--- src/rtl/bcp_core_pkg.sv ---
// bcp_core_pkg: shared widths, the packed clause literal and the BCP FSM state encoding.
`default_nettype none

package bcp_core_pkg;

  localparam int MAX_VARS_BITS    = 6;
  localparam int MAX_CLAUSES_BITS = 8;
  localparam int DEF_CLAUSE_LITS  = 3;
  localparam int LIT_W            = MAX_VARS_BITS + 2;

  typedef struct packed {
    logic                     valid;
    logic                     neg;
    logic [MAX_VARS_BITS-1:0] vid;
  } lit_t;

  typedef enum logic [2:0] {
    S_IDLE    = 3'd0,
    S_LOAD    = 3'd1,
    S_EVAL    = 3'd2,
    S_RESOLVE = 3'd3,
    S_PUSH    = 3'd4,
    S_HALT    = 3'd5
  } bcp_state_e;

endpackage

`default_nettype wire

--- src/rtl/bcp_core_fifo.sv ---
// bcp_idx_fifo: synchronous first-word-fall-through clause-index queue with flush.
`default_nettype none

module bcp_idx_fifo #(
  parameter int DEPTH = 64,
  parameter int WIDTH = 8
) (
  input  logic             clock,
  input  logic             reset,
  input  logic             i_flush,
  input  logic             i_push,
  input  logic             i_pop,
  input  logic [WIDTH-1:0] i_data,
  output logic [WIDTH-1:0] o_data,
  output logic             o_full,
  output logic             o_empty
);

  localparam int AW = $clog2(DEPTH);

  logic [WIDTH-1:0] r_mem [DEPTH];
  logic [AW:0]      r_wptr;
  logic [AW:0]      r_rptr;

  // Extra pointer MSB distinguishes full from empty.
  always_ff @(posedge clock) begin
    if (reset || i_flush) begin
      r_wptr <= '0;
      r_rptr <= '0;
    end else begin
      if (i_push) r_wptr <= r_wptr + 1'b1;
      if (i_pop)  r_rptr <= r_rptr + 1'b1;
    end
  end

  always_ff @(posedge clock) begin
    if (i_push && !i_flush && !reset) r_mem[r_wptr[AW-1:0]] <= i_data;
  end

  assign o_data  = r_mem[r_rptr[AW-1:0]];
  assign o_empty = (r_wptr == r_rptr);
  assign o_full  = (r_wptr[AW] != r_rptr[AW]) && (r_wptr[AW-1:0] == r_rptr[AW-1:0]);

endmodule

`default_nettype wire

--- src/rtl/bcp_core.sv ---
// bcp_core: fetches queued clauses, evaluates literals against var-state, pushes implications / flags conflicts.
// Optional macro BCP_EARLY_EXIT_EN: stop reading slots once a true literal is found.
`default_nettype none

module bcp_core
  import bcp_core_pkg::*;
#(
  parameter int FIFO_DEPTH  = 64,
  parameter int CLAUSE_LITS = DEF_CLAUSE_LITS
) (
  input  logic                             clock,
  input  logic                             reset,
  input  logic                             i_reset_bcp,
  input  logic                             i_bcp_en,
  input  logic [MAX_CLAUSES_BITS-1:0]      i_bcp_clause_idx,
  output logic                             o_bcp_busy,
  output logic                             o_conflict,
  output logic                             o_bcp_overflow,
  output logic                             o_clause_rd_en,
  output logic [MAX_CLAUSES_BITS-1:0]      o_clause_rd_idx,
  input  logic [CLAUSE_LITS*LIT_W-1:0]     i_clause_rd_data,
  output logic                             o_vs_rd_en,
  output logic [MAX_VARS_BITS-1:0]         o_vs_rd_var,
  input  logic                             i_vs_val,
  input  logic                             i_vs_unassign,
  input  logic                             i_full_imply,
  output logic                             o_push_imply,
  output logic [MAX_VARS_BITS-1:0]         o_var_in_imply,
  output logic                             o_val_in_imply,
  output logic                             o_type_in_imply
);

  localparam int SLOT_W = $clog2(CLAUSE_LITS) + 1;

  bcp_state_e                  r_state;
  bcp_state_e                  w_state_nxt;
  lit_t [CLAUSE_LITS-1:0]      r_clause;
  logic [SLOT_W-1:0]           r_slot;
  logic                        r_true_seen;
  logic [1:0]                  r_ucnt;
  logic [MAX_VARS_BITS-1:0]    r_cand_vid;
  logic                        r_cand_neg;
  logic                        r_conflict;
  logic                        r_overflow;

  lit_t                        w_cur;
  logic                        w_nxt_valid;
  logic [MAX_VARS_BITS-1:0]    w_nxt_vid;
  logic                        w_cur_true;
  logic                        w_cur_unassign;
  logic                        w_last;
  logic                        w_stop_early;
  logic                        w_halt;
  logic                        w_fifo_push;
  logic                        w_fifo_pop;
  logic                        w_fifo_flush;
  logic                        w_fifo_full;
  logic                        w_fifo_empty;
  logic [MAX_CLAUSES_BITS-1:0] w_fifo_dout;
  logic                        w_drop;
  logic                        w_set_conflict;
  logic                        w_clause_rd_en;
  logic                        w_push;

  assign w_halt       = (r_state == S_HALT);
  assign w_fifo_push  = i_bcp_en && !w_halt && !i_reset_bcp && !w_fifo_full;
  assign w_drop       = i_bcp_en && !w_halt && !i_reset_bcp && w_fifo_full;
  assign w_fifo_flush = i_reset_bcp || w_halt;

  bcp_idx_fifo #(
    .DEPTH (FIFO_DEPTH),
    .WIDTH (MAX_CLAUSES_BITS)
  ) u_idx_fifo (
    .clock   (clock),
    .reset   (reset),
    .i_flush (w_fifo_flush),
    .i_push  (w_fifo_push),
    .i_pop   (w_fifo_pop),
    .i_data  (i_bcp_clause_idx),
    .o_data  (w_fifo_dout),
    .o_full  (w_fifo_full),
    .o_empty (w_fifo_empty)
  );

  // Slot k is evaluated while the read for slot k+1 is issued.
  always_comb begin
    w_cur       = '0;
    w_nxt_valid = 1'b0;
    w_nxt_vid   = '0;
    for (int i = 0; i < CLAUSE_LITS; i++) begin
      if (int'(r_slot) == i) w_cur = r_clause[i];
      if (int'(r_slot) + 1 == i) begin
        w_nxt_valid = r_clause[i].valid;
        w_nxt_vid   = r_clause[i].vid;
      end
    end
  end

  assign w_last         = (int'(r_slot) == CLAUSE_LITS - 1);
  assign w_cur_true     = w_cur.valid && !i_vs_unassign && (i_vs_val == !w_cur.neg);
  assign w_cur_unassign = w_cur.valid && i_vs_unassign;

`ifdef BCP_EARLY_EXIT_EN
  assign w_stop_early = w_cur_true;
`else
  assign w_stop_early = 1'b0;
`endif

  always_ff @(posedge clock) begin
    if (reset || i_reset_bcp) begin
      r_state     <= S_IDLE;
      r_clause    <= '0;
      r_slot      <= '0;
      r_true_seen <= 1'b0;
      r_ucnt      <= '0;
      r_cand_vid  <= '0;
      r_cand_neg  <= 1'b0;
      r_conflict  <= 1'b0;
      r_overflow  <= 1'b0;
    end else begin
      r_state <= w_state_nxt;
      if (w_drop)         r_overflow <= 1'b1;
      if (w_set_conflict) r_conflict <= 1'b1;
      case (r_state)
        S_LOAD: begin
          r_clause    <= i_clause_rd_data;
          r_slot      <= '0;
          r_true_seen <= 1'b0;
          r_ucnt      <= '0;
        end
        S_EVAL: begin
          r_slot <= r_slot + 1'b1;
          if (w_cur_unassign) begin
            if (r_ucnt != 2'd2) r_ucnt <= r_ucnt + 2'd1;
            r_cand_vid <= w_cur.vid;
            r_cand_neg <= w_cur.neg;
          end
          if (w_cur_true) r_true_seen <= 1'b1;
        end
        default: ;
      endcase
    end
  end

  always_comb begin
    w_state_nxt    = r_state;
    w_fifo_pop     = 1'b0;
    w_clause_rd_en = 1'b0;
    o_vs_rd_en     = 1'b0;
    o_vs_rd_var    = '0;
    w_push         = 1'b0;
    w_set_conflict = 1'b0;
    case (r_state)
      S_IDLE: begin
        if (!w_fifo_empty) begin
          w_fifo_pop     = 1'b1;
          w_clause_rd_en = 1'b1;
          w_state_nxt    = S_LOAD;
        end
      end
      S_LOAD: begin
        // Slot 0 comes straight from the returning clause word.
        o_vs_rd_en  = i_clause_rd_data[LIT_W-1];
        o_vs_rd_var = i_clause_rd_data[MAX_VARS_BITS-1:0];
        w_state_nxt = S_EVAL;
      end
      S_EVAL: begin
        if (w_nxt_valid && !w_stop_early) begin
          o_vs_rd_en  = 1'b1;
          o_vs_rd_var = w_nxt_vid;
        end
        if (w_last || w_stop_early) w_state_nxt = S_RESOLVE;
      end
      S_RESOLVE: begin
        if (!r_true_seen && r_ucnt == 2'd1) begin
          w_state_nxt = S_PUSH;
        end else if (!r_true_seen && r_ucnt == 2'd0) begin
          w_set_conflict = 1'b1;
          w_state_nxt    = S_HALT;
        end else if (!w_fifo_empty) begin
          w_fifo_pop     = 1'b1;
          w_clause_rd_en = 1'b1;
          w_state_nxt    = S_LOAD;
        end else begin
          w_state_nxt = S_IDLE;
        end
      end
      S_PUSH: begin
        if (!i_full_imply) begin
          w_push      = 1'b1;
          w_state_nxt = S_IDLE;
        end
      end
      S_HALT:  w_state_nxt = S_HALT;
      default: w_state_nxt = S_IDLE;
    endcase
    if (i_reset_bcp) begin
      w_state_nxt    = S_IDLE;
      w_fifo_pop     = 1'b0;
      w_clause_rd_en = 1'b0;
      o_vs_rd_en     = 1'b0;
      o_vs_rd_var    = '0;
      w_push         = 1'b0;
      w_set_conflict = 1'b0;
    end
  end

  assign o_bcp_busy      = !w_halt && (i_bcp_en || !w_fifo_empty || (r_state != S_IDLE));
  assign o_conflict      = r_conflict;
  assign o_bcp_overflow  = r_overflow;
  assign o_clause_rd_en  = w_clause_rd_en;
  assign o_clause_rd_idx = w_clause_rd_en ? w_fifo_dout : '0;
  assign o_push_imply    = w_push;
  assign o_var_in_imply  = w_push ? r_cand_vid : '0;
  assign o_val_in_imply  = w_push && !r_cand_neg;
  assign o_type_in_imply = w_push;

endmodule

`default_nettype wire

--- config.mk ---
export PLATFORM = sky130hd
export DESIGN_NAME = bcp_core
export DESIGN_NICKNAME = d
export VERILOG_FILES = /design/src/rtl/bcp_core_pkg.sv /design/src/rtl/bcp_core_fifo.sv /design/src/rtl/bcp_core.sv
export SDC_FILE = /design/constraint.sdc
export NUM_CORES = 1
export LEC_CHECK = 0
export CORE_UTILIZATION = 30
export CTS_CLUSTER_DIAMETER = 80
export DETAILED_ROUTE_END_ITERATION = 10
export GPL_TIMING_DRIVEN = 0
export PLACE_DENSITY_LB_ADDON = 0.05
export SETUP_SLACK_MARGIN = 0.1
export SLEW_MARGIN = 20
export SYNTH_ARGS = -nofsm -noshare
export SYNTH_HDL_FRONTEND = slang
export SYNTH_SLANG_ARGS = --single-unit
--- constraint.sdc ---
create_clock -name clock -period 5.1 [get_ports clock]
set_clock_uncertainty 0.2 [all_clocks]
set_input_delay 0.765 -clock clock [delete_from_list [all_inputs] [get_ports clock]]
set_output_delay 0.765 -clock clock [all_outputs]
set_load 0.02 [all_outputs]
== After elaboration in Yosys (flattened, before gate mapping) ==
Memories as Yosys holds them, arrays and structs flattened. A register that Yosys moved wholly into a read port is not among the register bits.
Index checks and enable logic that the tools add are counted.

* Add/sub/neg operators: 5
* Equal/unequal tests: 21
* Multiplexer cells: 46
* Reduce and logical (&&, ||, !) cells: 40

{| class="wikitable"
|+ Operator list
! cell !! number
|-
| 2-to-1 mux 6 bit || 8
|-
| equality test 32 x 2 -> 1 bit (second input constant) || 1
|-
| zero test 32 bit || 1
|-
| 2-to-1 mux 8 bit || 4
|-
| 2-to-1 mux 1 bit || 20
|-
| case mux 3 bit (6 select lines) || 1
|-
| 2-to-1 mux 3 bit || 5
|-
| adder 7 x 1 -> 7 bit (second input constant) || 2
|-
| logical AND 1 bit || 14
|-
| != test 2 bit (second input constant) || 7
|-
| case mux 6 bit (2 select lines) || 1
|-
| zero test 1 bit || 10
|-
| equality test 3 x 2 -> 1 bit (second input constant) || 3
|-
| equality test 3 bit (second input constant) || 3
|-
| equality test 7 bit || 1
|-
| equality test 6 bit || 1
|-
| zero test 3 bit || 2
|-
| case mux 1 bit (2 select lines) || 3
|-
| case mux 3 bit (2 select lines) || 1
|-
| AND reduction 3 bit || 2
|-
| logical OR 1 bit || 5
|-
| adder 3 x 1 -> 4 bit (second input constant) || 1
|-
| equality test 4 x 2 -> 1 bit (second input constant) || 1
|-
| 2-to-1 mux 2 bit || 2
|-
| 12 further kinds || 13
|}

* Bits in registers: 56
* RAM bits: 512
* Bits of input ports: 39
* Output and inout port bits: 28
* Word-level logic and storage cells: 132
* Memories: 1

{| class="wikitable"
|+ Memory list
! name !! depth !! width !! read ports !! clocked after Yosys merged registers in !! write ports !! line !! source
|-
| u_idx_fifo.r_mem || 64 || 8 || 1 || 1 || 1 || bcp_core_fifo.sv:21 || <nowiki>logic [WIDTH-1:0] r_mem [DEPTH];</nowiki>
|}

== Depth between registers and ports, before layout ==
* Depth in word-level cells: 9
* Gate-level depth with buffers: 10
* Gate-level depth less buffers: 8

== By module ==
A second synthesis with hierarchy kept.

* Cells, all modules: 1315
* Area, all modules: 23139.7 µm²

{| class="wikitable"
|+ Modules (own cells, without submodules)
! module !! times used !! cells each !! area an instance (µm²) !! sequential area each (µm²)
|-
| bcp_idx_fifo || 1 || 989 || 20677.3 || 15775.1
|-
| bcp_core || 1 || 326 || 2462.4 || 840.8
|}

== Least setup slack after synthesis ==
No wires, ideal clock.

* Path kind: input to output
* Start point: input port i_reset_bcp
* End point: output port o_val_in_imply
* Data arrival time: 2301 ps
* Data required time: 4135 ps
* Slack: 1834 ps
* Stages on the path: 2
* Cells stage by stage: nor4_1 nor2b_1

* Cells in the longest elaborated chain, start to end: 2

{| class="wikitable"
|+ Ends and longest elaborated chain
! element !! line !! source
|-
| start, declared || bcp_core.sv:13 || <nowiki>input logic i_reset_bcp,</nowiki>
|-
| 2-to-1 mux 1 bit || bcp_core.sv:197 || <nowiki>if (i_reset_bcp) begin</nowiki>
|-
| logical AND 1 bit || bcp_core.sv:215 || <nowiki>assign o_val_in_imply = w_push && !r_cand_neg;</nowiki>
|-
| end, declared || bcp_core.sv:29 || <nowiki>output logic o_val_in_imply,</nowiki>
|}

No other way between the ends.

==> results <==
- The worst slew slack as a fraction of its limit is 31.4%.
- The remaining antenna violation count is 0.
- The cell chosen for the clock root is clkbuf_16.
- In this run the critical register-to-register path is captured at u_idx_fifo.r_mem[0][5].
- The startpoint identified for the worst hold timing path is i_bcp_clause_idx[2].
- The worst setup path is captured at an output port.
- The TritonCTS clock tree is yes.
- The die is 279 um wide.
- Of the cells placed in the final design, the portion with a size suffix greater than 1 is 16.8%.
- Summed over all nets, the half-perimeter wirelength after detailed placement is 45000 um.
- The total power per unit cell area is 363 nW/um2.
- In this run, the combinational gates consume 2.1% of the power.
- The final route contains 12700 vias.
- Setup violations remaining at the end of the flow were counted as 0.
- The register area share after synthesis is 72.0%.
- Counting flops with a built-in enable in the synthesized netlist gives 512.
- The total number of nets in the final design is 1566.
- The type of the worst setup path is flip-flop to output port.
- Buffers placed on the I/O ports in this run total 66.
- The count of cells along the worst hold path is 1.
- Setup total negative slack on the finished layout was measured at 0 ns.
- On the worst path, the slowest cell contributes a delay of 0.69 ns.
- The global-route met2 utilization is 27.9%.
- The layout overhead on the synthesized area is 18.3%.
- The initial antenna violation count is 0.
- The count of hold buffers inserted by post-cts repair is 0.
- The number of global-route vias before repair was 13100.
- The clock latency on the worst-skew pair is 0.59 ns.
- The weighted congestion reported at the end of routability-driven placement is 0.772.
- The synthesized netlist contains 54 unique library cells.
- Entering global routing, the biggest net connects 65 pins.
- The summed instance area of the synthesized netlist is 23100 um2.
- The most used flip-flop cell after synthesis is edfxtp_1.
- The detail-routed net length per standard cell is 25.9 um.
- In this run, the number of DRC markers left after iteration 0 of detailed routing was 840.
- The final standard cell area without fillers is 27300 um2.
- The number of iterations in the first detailed-routing pass is 5.
- The post-layout total power is 9.90 mW.
- For this design the static power due to leakage is 8.07 nW.
- The setup check on the worst reg-to-reg path leaves a slack of 1.22 ns.
- The final hold violation count came to 0.
- The synthesized design spends more area on one cell type than any other, namely edfxtp_1.
- The total overflow left after global routing is 0.
- The min-delay analysis places its worst path in the category input pin to flip-flop.
- The cell family contributing the most delay on the critical path is buffers and inverters.
- The register clock-pin slew on the reported worst setup and hold paths is 0.06 ns.
- In this run the most used layer during global routing was met2.
- The worst path in the final design needs a cycle of 4.87 ns, including I/O delays and setup.
- For this run, design rule violations remaining after detail routing come to 0.
- The count of final max-slew check failures is 0.
- Max-cap violations in this run came to 0.
- Fill cells in the final layout number 7307.
- The number of setup buffers added after CTS is 0.
- The first global-routing pass estimated 96900 um of wire.
- The fraction of the core area covered by cells at the end of the flow is 35.9%.
- Across all setup checks in the final design, the least slack found is 0.233 ns.
- The synthesis warning total is 0.
- Before CTS, the worst setup slack after placement is 0.413 ns.
- After layout, the worst path uses 95.4% of the clock period.
- The number of buffers on the longest clock path is 3.
- The final routed wirelength across all metal layers is 67100 um.
- The signal on the critical path passes through clkbuf_1, and2_1, clkbuf_1, a21oi_1, a22oi_1, o221ai_1, a21oi_1, clkdlybuf4s50_1.
- The number of flip-flops and latches in the synthesized netlist is 574.
- On the critical path, the stage with the largest delay is an instance of clkdlybuf4s50_1.
- The cell area after placement is 25100 um2.
- The die is 279 um tall.
- In this run the worst path has a maximum fanout of 10.
- The total I/O pin count is 67.
- The design internal power is 7.88 mW.
- The starting density of the core is 30.3%.
- After clock tree synthesis, the repair step resized 16 gates.
- The path with the worst hold slack has its endpoint at u_idx_fifo.r_mem[43][2].
- The library cells used most frequently in the layout, excluding fill and tap cells, are 512 x edfxtp_1, 110 x nor2_1, 99 x mux4_2, 96 x nand2_1, 92 x mux2i_1.
- Sorting the synthesized cells by area gives the leading types as edfxtp_1 67%, mux4_2 9.7%, dfxtp_1 5.4%.
- Synthesis produced a netlist whose cell count is 1375.
- Sequential cells account for 51.7% of the total power.
- The antenna diode count is 0.
- The tree built by TritonCTS fans out to 574 sinks.
- After synthesis, the mean cell area works out to 16.8 um2.
- STA classifies the critical path startpoint as a flip-flop.
- The post-synthesis net count is 1424.
- The H-tree depth reported by CTS is 3.
- Setup repair after global routing could not meet its margin everywhere.
- The startpoint identified for the worst register-to-register timing path is r_state[1].
- Global routing consumed, on the met1 layer, 25.0% of the routing resources.
- The flow ran to the end, and the final reports show no timing, DRC or antenna violations.
- The clock network accounts for 46.2% of the total power.
- Row generation in the floorplan step produced 101 rows.
- Global routing used 2.57% of the available met3 tracks.
- The number of clock buffers added by TritonCTS is 67.
- The fraction of synthesized cell area taken by the top area cell type is 66.6%.
- In this run the power spent charging and discharging nets is 2.02 mW.
- After synthesis, the share of flip-flops with an asynchronous set or reset is 0%.
- Counting both buffers and inverters, the worst setup path holds a total of 3.
- The core region is 76100 um2.
- Leaving out fill and tap cells, the most frequent cell in the layout is edfxtp_1.
- The die covers 78000 um2.
- Global routing used 17.4% of the available tracks.
- The worst-case IR drop observed on VDD is 0.000199 V.
- The switching part of the total is 20.4%.
- STA puts the critical path data arrival time at 3.90 ns.
- The worst-margin pin slew is 1.03 ns.
- For this run, the top clock speed supported by timing is 205 MHz.
- The worst reg2reg path depth is 7.
- After detailed routing, the number of vias per cell comes to 4.90.
- The critical path required time is 4.14 ns.
## how the worst max path moves through the flow
stage / startpoint / endpoint / slack, ns / cells past startpoint
global route: flip-flop / o_clause_rd_idx[1] / 0.04 / 11
CTS: flip-flop / o_clause_rd_idx[1] / 0.10 / 7
finish: flip-flop / o_clause_rd_idx[7] / 0.23 / 8
detailed placement: i_reset_bcp / u_idx_fifo.r_mem[16][4] / 0.41 / 6
floorplan: i_reset_bcp / o_val_in_imply / 1.83 / 2
global placement: flip-flop / o_clause_rd_idx[5] / 0.34 / 8
## cell usage after synthesis, types with 2 or more instances
cell type / instances
or3b_2: 2
a21o_1: 2
mux2i_1: 92
nand3_1: 35
a21oi_1: 65
inv_1: 10
buf_4: 6
o211ai_1: 8
nor4_1: 4
o21ai_0: 8
and3b_1: 2
a221o_1: 6
nor2_1: 111
nor3_1: 14
o2111ai_1: 6
buf_2: 24
clkbuf_1: 42
buf_6: 2
mux4_2: 99
xnor2_1: 14
nand3b_1: 17
or2_2: 3
or3_1: 4
nand2_1: 96
edfxtp_1: 512
o21ai_1: 3
o32a_1: 2
a211oi_1: 6
xor2_1: 4
a221oi_1: 13
ha_1: 10
dfxtp_1: 62
nand4_1: 2
nor2b_1: 6
nand2b_1: 5
and2_1: 10
o221ai_1: 5
buf_1: 7
a22oi_1: 38
and4_1: 2
o22ai_1: 3
## area by class of cell
| class | count | area [um2] | area share, % |
|---|---|---|---|
| repair buffers | 73 | 783 | 2.87 |
| clock buffers | 86 | 1840 | 6.75 |
| inverters | 10 | 37.5 | 0.138 |
| plain buffers | 82 | 403 | 1.48 |
| flip-flops and latches | 574 | 16600 | 60.9 |
| well taps | 1030 | 1290 | 4.72 |
| clock inverters | 29 | 234 | 0.857 |
| multi-input cells | 709 | 6090 | 22.3 |
## logic make-up after synthesis
group	share of synthesized area, %
compound gates	4.93
buf+inv	1.80
fa+ha+maj	0.542
flops	72.0
simple gates	6.32
mux	13.7
xor+xnor	0.683
## layer usage
metal | up-vias | part of all wire, % | routed length, um
li1 | 5719 | - | -
met1 | 6648 | 48 | 32100
met2 | 245 | 47 | 31700
met3 | 83 | 3.1 | 2050
met4 | 0 | 1.9 | 1300
met5 | - | 0 | 0
## flip-flops by register name (all words and copies together) (netlist names), named ones only
name,flops
u_idx_fifo.r_wptr,7
o_conflict,1
u_idx_fifo.r_rptr,7
r_clause,24
o_bcp_overflow,1
r_ucnt,2
r_slot,3
r_cand_neg,1
u_idx_fifo.r_mem,512
r_state,3
r_true_seen,1
r_cand_vid,6
## power by group through the flow
stage                     registers, mW  clock network, mW  logic, mW
after floorplan                    5.22                  0     0.0536
after global placement             5.23                  0      0.196
after detailed placement           5.22                  0      0.211
after CTS                          5.12               4.71      0.212
after global routing               5.12               4.86      0.223
final                              5.12               4.57      0.204
## worst reg2reg max path: cells and delay by family (launching register included)
family,cells,cell delay [ns]
and+or+nand+nor,5,2.30
buffers and inverters,1,0.31
AOI/OAI and AO/OA,1,0.36
DFF,1,0.32
## stage by stage
stage,cells,hold slack (ns)
global route,2593,0.184
finish,2593,0.210
detailed placement,2478,0.255
floorplan,1375,0.236
global placement,2471,0.261
CTS,2593,0.179
Note: power is estimated with default switching activity, not from simulation.
==> RTL edit 1 (same settings) <==
Re-encode `bcp_state_e` (6 states) as Gray code, 3 bits wide.
--- a/src/rtl/bcp_core_pkg.sv
+++ b/src/rtl/bcp_core_pkg.sv
@@ -15,12 +15,12 @@
   } lit_t;
 
   typedef enum logic [2:0] {
-    S_IDLE    = 3'd0,
-    S_LOAD    = 3'd1,
-    S_EVAL    = 3'd2,
-    S_RESOLVE = 3'd3,
-    S_PUSH    = 3'd4,
-    S_HALT    = 3'd5
+    S_IDLE    = 3'b000,
+    S_LOAD    = 3'b001,
+    S_EVAL    = 3'b011,
+    S_RESOLVE = 3'b010,
+    S_PUSH    = 3'b110,
+    S_HALT    = 3'b111
   } bcp_state_e;
 
 endpackage
Behaviour: same outputs for any inputs over 4 cycles, from zero or initial values; so few cycles prove little.
==> RTL edit 1 against the unedited design <==
Wire length is 1.5% lower; utilization is 0.30 points higher; combinational power is 7% higher; worst setup slack worse by 0.021 ns; highest routed layer unchanged; count of clock-buffer cells in the layout is 10 higher; sequential power hardly changed; sequential share of layout area is 0.60 points lower; sequential cell count stayed put; synthesized area is 0.47% higher; maximum frequency is 0.42% lower; design area is 1.0% higher; global-route usage is 0.31 points lower; power is 4.0% higher; non-clock buffer count is 1 lower.
==> RTL edit 1: results (changes against the unedited design) <==
status: "complete, no violations"
crit_arrival_ns: 3.92  # +0.02 ns
synth_common_cells: "edfxtp_1, nand2_1, mux4_2"
slew_headroom: 0.280  # -0.0333
gp_congestion: 0.820  # +6.1%
nMultiInputCombCells: 711  # +0.28%
wirelength_um: 66100  # -1.5%
non_clock_inverter_count: 7  # -3
drive_gt1_frac: 0.177  # +0.00922
multi_input_area_share: 0.223  # +0.000289
hold_path_class: "flop to flop"
placed_area_mm2: 0.0252  # +0.30%
p_sw_frac: 0.204  # about the same
wl_per_cell_um: 25.4  # -1.8%
endpoint: "o_clause_rd_idx[3]"
ys_seq_area_frac: 0.717  # -0.00338
nFillCells: 7198  # -1.5%
whs_ns: 0.260  # +0.0494 ns
final_nets: 1567  # +0.064%
clkCellAreaFrac: 0.0828  # +0.00678
hold_end: "r_clause[6]"
worstReg2RegStart: "r_state[0]"
hpwl_um: 44900  # -0.21%
ff2ff_path_depth: 6  # -1
synth_cell_types: 57  # +5.6%
[RTL edit 1: cell types whose count changed after synthesis, sizes merged, moves of 6 or more]
cell,delta
nor2,-14
a31oi,+12
nand2b,+10
nand3,-10
xnor2,-9
xor2,+9
nor3,-6
[RTL edit 1: worst max-delay path, cell delays in order (launching register included)]
cell,delay (ns)
dfxtp_1,0.31
buf_6,0.13
buf_12,0.15
buf_12,0.16
and2b_1,0.28
buf_2,0.27
a22oi_1,0.37
nand3_1,0.14
a31oi_1,0.38
o221ai_1,0.22
a21oi_2,0.26
clkdlybuf4s50_1,0.66
[RTL edit 1: kinds of logic after synthesis]
family,synth area share
xor+xnor,0.00713
buf+inv,0.0191
mux,0.136
flops,0.717
simple gates,0.0642
compound gates,0.0517
fa+ha+maj,0.00540
[RTL edit 1: per-layer routing]
metal	up-vias	wire length, um	track usage
met5	-	0	0
li1	5730	-	-
met1	6642	30300	0.231
met4	0	1390	0.0503
met3	83	2520	0.0303
met2	235	31900	0.282
==> RTL edit 2 (same settings) <==
Made on the original files. The package constant `MAX_VARS_BITS` goes from 6 to 4.
--- a/src/rtl/bcp_core_pkg.sv
+++ b/src/rtl/bcp_core_pkg.sv
@@ -3,7 +3,7 @@
 
 package bcp_core_pkg;
 
-  localparam int MAX_VARS_BITS    = 6;
+  localparam int MAX_VARS_BITS    = 4;
   localparam int MAX_CLAUSES_BITS = 8;
   localparam int DEF_CLAUSE_LITS  = 3;
   localparam int LIT_W            = MAX_VARS_BITS + 2;
Ports: changed (resized i_clause_rd_data, o_var_in_imply and o_vs_rd_var); port bits go from 67 to 57. The function was not compared with the original's and may differ.
==> RTL edit 2 against the unedited design <==
Utilization shrank 0.065 points; worst setup slack lost 0.057 ns; synthesized cell count shrank 4.2%; sequential cell count shrank 8; critical path type unchanged; critical path depth grew 2; synthesized area shrank 1.8%; design area shrank 2.2%; power shrank 0.46%; wire length shrank 5.7%.
==> RTL edit 2: results (changes against the unedited design) <==
grt_use_total: 0.166  # -0.00835
slew_headroom: 0.337  # +0.0236
leakage_nw: 7.96  # -1.3%
met2_usage: 0.264  # -0.0155
first_global_vias: 12690  # -3.0%
worstReg2RegStart: "u_idx_fifo.r_wptr[3]"
multi_input_area_mm2: 0.00588  # -3.5%
grt_use_met1: 0.232  # -0.0178
whs_ns: 0.264  # +0.0540 ns
non_clock_inverter_count: 9  # -1
final_nets: 1489  # -4.9%
placed_area_mm2: 0.0245  # -2.5%
syn_nets: 1360  # -4.5%
r2r_end: "u_idx_fifo.r_mem[42][3]"
grt_pass1_wl_um: 91300  # -5.8%
synth_area_leaders: "edfxtp_1, mux4_2, dfxtp_1, mux2i_1, nor2_1"
wirelength_um: 63300  # -5.7%
signal_buffers: 134  # -14%
seq_cell_count: 566  # -1.4%
pg_comb_mw: 0.191  # -6%
gp_congestion: 0.770  # -0.34%
grt_use_met3: 0.0250  # -0.000715
coreArea_mm2: 0.0746  # -2.0%
status: "complete, no violations"
hpwl_um: 42400  # -5.9%
dr_wl_met2_um: 29700  # -6.3%
crit_arrival_ns: 3.96  # +0.06 ns
nFillCells: 7036  # -3.7%
vias: 12349  # -2.7%
wl_per_cell_um: 25.7  # -0.80%
vdd_drop_max_uv: 211  # +6.4%
clockPowerShare: 0.467  # +0.005
endpoint: "o_clause_rd_idx[3]"
regArea_mm2: 0.0165  # -0.96%
==> RTL edit 2: cell types whose count changed in the layout (fill, tap and decap cells not counted), sizes merged, moves of 4 or more <==
cell,change
nand3b,-9
a21oi,-25
nor2b,+6
nor2,-7
clkdlybuf4s50,-11
clkinv,+7
nand2,-9
clkbuf,-6
buf,-4
dfxtp,-8
clkinvlp,-4
==> RTL edit 2: kinds of logic (layout without fill, tap and decap cells) <==
logic type | after synthesis | after routing | synth area share
buf+inv | 83 | 262 | 0.0173
other cells | 0 | 1 | 0
mux | 193 | 193 | 0.139
fa+ha+maj | 10 | 10 | 0.00552
flops | 566 | 566 | 0.726
xor+xnor | 18 | 18 | 0.00696
simple gates | 302 | 302 | 0.0606
compound gates | 145 | 145 | 0.0443
==> RTL edit 2: timing repair <==
action / 4_1_cts / 5_1_grt
hold endpoints to repair: 0 / 0
endpoints found under the setup margin: 8 / 7
hold buffers: 0 / 0
resized for setup: 19 / 23
setup buffers: 0 / 0
